## src/rtl/sram_arbiter_pkg.sv

```systemverilog
// Shared types for the single-port SRAM arbiter: grant encoding, read-return
// ownership and the RV32 NOP the core already uses.
package sram_arbiter_pkg;

    typedef enum logic [1:0] {
        OWN_NONE,
        OWN_DATA,
        OWN_DMA,
        OWN_FETCH
    } owner_t;

    typedef enum logic [1:0] {
        GNT_NONE,
        GNT_DATA,
        GNT_DMA,
        GNT_FETCH
    } grant_t;

    localparam logic [31:0] NOP = 32'h00000013;

endpackage

```

## src/rtl/sram_prio_sel.sv

```systemverilog
// Combinational priority select: data > DMA > fetch, with a starved fetch
// promoted above DMA. Data is never outranked.
module sram_prio_sel
    import sram_arbiter_pkg::*;
(
    input  logic   data_req_i,
    input  logic   dma_req_i,
    input  logic   fetch_req_i,
    input  logic   starve_i,
    output grant_t grant_o
);

    always_comb begin
        grant_o = GNT_NONE;
        if (data_req_i) begin
            grant_o = GNT_DATA;
        end else if (fetch_req_i && starve_i) begin
            grant_o = GNT_FETCH;
        end else if (dma_req_i) begin
            grant_o = GNT_DMA;
        end else if (fetch_req_i) begin
            grant_o = GNT_FETCH;
        end
    end

endmodule

```

## src/rtl/sram_arbiter.sv

```systemverilog
// Shares one single-port synchronous SRAM among core data, DMA and fetch;
// tracks the owner of each read so the return lands on the right port.
module sram_arbiter
    import sram_arbiter_pkg::*;
#(
    parameter int AW             = 32,
    parameter int FETCH_WAIT_MAX = 4,
    parameter int WCNT_W         = $clog2(FETCH_WAIT_MAX + 1)
) (
    input  logic          clk,
    input  logic          rst_n,
    input  logic          f_req,
    input  logic [AW-1:0] inst_addr,
    output logic [31:0]   instruction,
    output logic          inst_ready,
    input  logic          d_cen,
    input  logic          d_wen,
    input  logic [3:0]    d_ben,
    input  logic [AW-1:0] d_addr,
    input  logic [31:0]   d_din,
    output logic [31:0]   d_dout,
    input  logic          dma_req,
    input  logic          dma_we,
    input  logic [3:0]    dma_ben,
    input  logic [AW-1:0] dma_addr,
    input  logic [31:0]   dma_wdata,
    output logic          dma_gnt,
    output logic          dma_rvalid,
    output logic [31:0]   dma_rdata,
    output logic          sram_cen,
    output logic          sram_wen,
    output logic [3:0]    sram_ben,
    output logic [AW-1:0] sram_addr,
    output logic [31:0]   sram_din,
    input  logic [31:0]   sram_dout
);

    grant_t              gnt;
    owner_t              owner_q, owner_d;
    logic [WCNT_W-1:0]   wait_cnt_q, wait_cnt_d;
    logic                starve;

    assign starve = (wait_cnt_q == WCNT_W'(FETCH_WAIT_MAX));

    // Requests are masked in reset so the SRAM stays deselected.
    sram_prio_sel u_prio_sel (
        .data_req_i  (rst_n & ~d_cen),
        .dma_req_i   (rst_n & dma_req),
        .fetch_req_i (rst_n & f_req),
        .starve_i    (starve),
        .grant_o     (gnt)
    );

    always_comb begin
        sram_cen  = 1'b1;
        sram_wen  = 1'b1;
        sram_ben  = 4'hF;
        sram_addr = '0;
        sram_din  = '0;
        unique case (gnt)
            GNT_DATA: begin
                sram_cen  = 1'b0;
                sram_wen  = d_wen;
                sram_ben  = d_ben;
                sram_addr = d_addr;
                sram_din  = d_din;
            end
            GNT_DMA: begin
                sram_cen  = 1'b0;
                sram_wen  = ~dma_we;
                sram_ben  = dma_ben;
                sram_addr = dma_addr;
                sram_din  = dma_wdata;
            end
            GNT_FETCH: begin
                sram_cen  = 1'b0;
                sram_wen  = 1'b1;
                sram_ben  = 4'h0;
                sram_addr = inst_addr;
            end
            default: ;
        endcase
    end

    assign dma_gnt = (gnt == GNT_DMA);

    // Only reads own the next-cycle return; writes leave the owner empty.
    always_comb begin
        owner_d = OWN_NONE;
        unique case (gnt)
            GNT_DATA:  owner_d = d_wen  ? OWN_DATA : OWN_NONE;
            GNT_DMA:   owner_d = dma_we ? OWN_NONE : OWN_DMA;
            GNT_FETCH: owner_d = OWN_FETCH;
            default:   owner_d = OWN_NONE;
        endcase
    end

    always_comb begin
        wait_cnt_d = wait_cnt_q;
        if (!f_req || gnt == GNT_FETCH) begin
            wait_cnt_d = '0;
        end else if (gnt == GNT_DMA && !starve) begin
            wait_cnt_d = wait_cnt_q + WCNT_W'(1);
        end
    end

    always_ff @(posedge clk) begin
        if (!rst_n) begin
            owner_q    <= OWN_NONE;
            wait_cnt_q <= '0;
        end else begin
            owner_q    <= owner_d;
            wait_cnt_q <= wait_cnt_d;
        end
    end

    // Returns are gated by rst_n so a read in flight at reset is dropped.
    assign inst_ready  = rst_n && (owner_q == OWN_FETCH);
    assign instruction = inst_ready ? sram_dout : NOP;
    assign d_dout      = sram_dout;
    assign dma_rvalid  = rst_n && (owner_q == OWN_DMA);
    assign dma_rdata   = sram_dout;

endmodule
```

## config.mk

```make
export PLATFORM = sky130hd
export DESIGN_NAME = sram_arbiter
export DESIGN_NICKNAME = d
export VERILOG_FILES = /design/src/rtl/sram_arbiter_pkg.sv /design/src/rtl/sram_prio_sel.sv /design/src/rtl/sram_arbiter.sv
export SDC_FILE = /design/constraint.sdc
export NUM_CORES = 1
export LEC_CHECK = 0
export CORE_AREA = 2 2 145 147
export CTS_BUF_LIST = sky130_fd_sc_hd__clkbuf_4 sky130_fd_sc_hd__clkbuf_8
export DETAILED_ROUTE_END_ITERATION = 10
export DIE_AREA = 0 0 147 149
export GPL_TIMING_DRIVEN = 0
export SYNTH_ARGS = -nofsm -noshare
export SYNTH_HDL_FRONTEND = slang
export SYNTH_SLANG_ARGS = --single-unit
```

## constraint.sdc

```tcl
create_clock -name clk -period 2.8 [get_ports clk]
set_clock_uncertainty 0.2 [all_clocks]
set_input_delay 0.84 -clock clk [delete_from_list [all_inputs] [get_ports clk]]
set_output_delay 0.84 -clock clk [all_outputs]
set_load 0.01 [all_outputs]
```

==> summary.md <==
| Metric | Value |
|---|---|
| Peak VDD IR | approximately 0.064 mV |
| Inserted Diodes | 0 |
| Slew @ Worst Pin | between 0.2 and 0.3 ns |
| Largest net degree at the start of global routing | 11 |
| CTS Buf Count | 3 |
| Synth Area in Adders | 1.270% |
| Longest Clk Path Bufs | 2 |
| Worst hold start | wait_cnt_q[0] |
| Vias | 3530 |
| Detailed Route WL | between 10 and 15 mm |
| Final #Nets | 880 |
| DRT Pass-1 Iters | 4 |
| Synth Instances | 256 |
| Die Ht | 149 um |
| Unrepaired setup endpoints after global routing | true |
| Avg WL per Cell | around 16 um |
| Vias/cell | 3.735 |
| Rel. slew slack | 80.91% |
| Pins Over Slew Limit | 0 |
| PnR worst setup slack | -0.2081 ns |
| Worst hold path endpoint | wait_cnt_q[0] |
| P per Cell Area | 166.9 nW/um^2 |
| Yosys warning total | 0 |
| GRT Resource Usage Total | 11.87% |
| Top Ports | ~380 |
| Worst setup path class | input pin to output pin |
| Final setup vio count | 70 |
| Critical path capture point type | output pin |
| Drt initial violations | 80 |
| Initial Util | 9.586% |
| Commonest non-fill, non-tap cell in the layout | clkdlybuf4s50_1 |
| R2R Setup Slk | around 1.0 ns |
| Die area | approximately 22000 sq um |
| Post-DP HPWL | roughly 12 mm |
| Hold Crit Depth | 2 |
| Most frequent cells in the layout | clkdlybuf4s50_1 (202), buf_4 (75), dlygate4sd2_1 (49), buf_2 (48), buf_6 (43) |
| Chip width | 147 um |
| Htree depth | 1 |
| Worst endpoint data arrival time | between 1.5 and 2 ns |
| First-pass GRT wire length | 20.14 mm |
| R2R Path End | owner_q[1] |
| Worst Reg-to-Reg Cells | 8 |
| Share of layout cells above drive strength 1 | 40.75% |
| Post-synth EDFFs | 0 |
| Leakage power | 3.134 nW |
| Critical Path Fanout Max | 5 |
| Minimum clock period | roughly 3.0 ns |
| Crit-path cells | buf_8 > a21boi_4 > nor2_4 > bufbuf_16 > a221o_1 > buf_6 |
| Netlist Area Pre-Place | slightly below 2000 sq um |
| Simple-Gate Fraction of Synth Area | 24.57% |
| Placed Area | between 6000 and 7000 sq um |
| Pre-CTS setup slack | -1.472 ns |
| Design Area, Final | between 6000 and 7000 sq um |
| CP max-delay cell | a221o_1 |
| Buf/Inv on CP | 3 |
| Area growth from synthesis to layout | 235.0% |
| RR Startpoint | wait_cnt_q[0] |
| Outcome | finished, violations left |
| Synth unique cells | 30 |
| Grt met3 use | ~2.6% |
| Crit path launch type | input pin |
| Crit path launch | dma_req |
| Met1 Usage GRT | between 10 and 15% |
| Remaining DRCs | 0 |
| XOR/XNOR Fraction of Synth Area | 0% |
| Hold Violations, Final | 0 |
| Tcrit/Tclk final | 107.4% |
| Row count | between 50 and 60 |
| Fmax achieved | approximately 0.33 GHz |
| Placer congestion estimate | 0.7666 |
| Root Driver | clkbuf_8 |
| Worst skew pair latency | 0.22 ns |
| Setup TNS Final | -8.257 ns |
| Failing checks | setup timing |
| CTS tree | yes |
| Post-synthesis mux area share | 0% |
| Clk sinks | 5 |
| Critical Path Max Stage Delay | between 0.3 and 0.4 ns |
| Required time worst endpoint | 1.76 ns |
| Critical path's top delay family | compound AO/OA/AOI/OAI gates |
| GRT Max-Usage Layer | met2 |
| Largest family of logic cells by synthesized area | compound AO/OA/AOI/OAI gates |
| Synthesized net count | 465 |
| Max_cap viols | 0 |
| Synth Area in Compound Gates | between 30% and 40% |
| Post-synthesis sequential area ratio | approximately 5% |
| Top FF cell, synth | dfxtp_1 |
| Vias in the first global route | about 3.4k |
| # port buffers | 375 |
| Filler instances | approximately 2.2k |
| Worst hold path type | register to register |
| Placeable Area | 20560 sq um |
| Initial antenna violation count | 0 |
| FF+latch count, synth | 5 |
| Grt ovf | 0 |
| Clock Pin Slew Worst Setup and Hold Paths | around 0.040 ns |
| Ys async rst share | 0% |
| Syn avg cell area | 7.698 sq um |
| Met2 usage | approximately 23% |
| Remaining antenna violation count | 0 |
[cells in the mapped netlist, types with 2 or more instances]
cell      instances  share of area (%)
a21o_1            2               0.76
a21oi_1           3               0.76
a221o_1          36                 18
a22o_1           32                 14
and2_0            9                2.9
and2_1           52                 17
and3_1            2               0.63
buf_2             6                1.5
buf_4            72                 27
buf_6             2                1.1
clkbuf_1          4               0.76
dfxtp_1           5                5.1
ha_1              2                1.3
inv_1             4               0.76
nand2_1           2               0.38
nand2b_1          3               0.95
nand3_1           5                1.3
o21ai_0           3               0.76
[worst max-delay path by stage]
| stage | endpoint | slack (ns) | cells past startpoint |
|---|---|---|---|
| after floorplan | sram_ben[0] | 0.07 | 3 |
| after global placement | sram_ben[2] | -1.47 | 5 |
| after detailed placement | sram_ben[2] | -1.47 | 5 |
| after CTS | sram_addr[28] | -0.27 | 8 |
| after global routing | sram_addr[28] | -0.24 | 6 |
| final | sram_addr[28] | -0.21 | 6 |
[flip-flops by register name, indices dropped and copies added (netlist names)]
signal and count:
owner_q 2, wait_cnt_q 3
[power breakdown]
group	internal [mW]	leakage, nW	total [mW]	switching [mW]
logic	0.590	3.07	0.886	0.296
clock network	0.107	0.0262	0.141	0.0338
registers	0.0736	0.0417	0.0746	0.00100
total	0.771	3.13	1.10	0.331
[cell families (layout without fill, tap and decap cells)]
logic type,after synthesis,after routing
AO/OA/AOI/OAI,81,81
adder cells (fa/ha/maj),2,2
buffers and inverters,89,503
flip-flops,5,5
AND/OR/NAND/NOR,79,79
[layer usage]
| layer | part of all wire, % | routed length (um) |
|---|---|---|
| met1 | 38 | 5693 |
| met2 | 53 | 7926 |
| met3 | 7.8 | 1159 |
| met4 | 0.31 | 46 |
| met5 | 0 | 0 |
[metrics by stage]
stage	power, mW	hold WS, ns	utilization, %	cells
2_1_floorplan	0.3306	0.2668	-	256
3_3_place_gp	0.9135	0.2936	29.52	906
3_5_place_dp	0.9171	0.3029	29.52	906
4_1_cts	1.062	0.2922	30.66	931
5_1_grt	1.171	0.3292	32.11	945
6_report	1.102	0.2987	32.11	945
[repair_timing]
item / CTS / global route
buffers inserted: 18 / 12
setup endpoints to repair: 169 / 114
hold buffers: 0 / 0
cloned: 5 / 8
pin swaps: 29 / 26
resized for setup: 524 / 132
[final cells by class]
cell class,instances,area [sq um],share of cell area [%]
repair buffers,414,3954,59.89
multi-input cells,162,1398,21.17
plain buffers,81,739.5,11.20
well taps,275,344.1,5.212
flip-flops and latches,5,102.6,1.554
clock buffers,4,48.80,0.7392
inverters,4,15.01,0.2274
[worst reg2reg max path: stages (launching register included)]
cell	delay, ns
dfxtp_2	0.34
inv_2	0.05
ha_4	0.18
and2_4	0.18
a21oi_4	0.21
buf_12	0.19
buf_6	0.12
clkbuf_16	0.13
a21o_1	0.13
No activity file was read; power rests on OpenSTA's default activity.
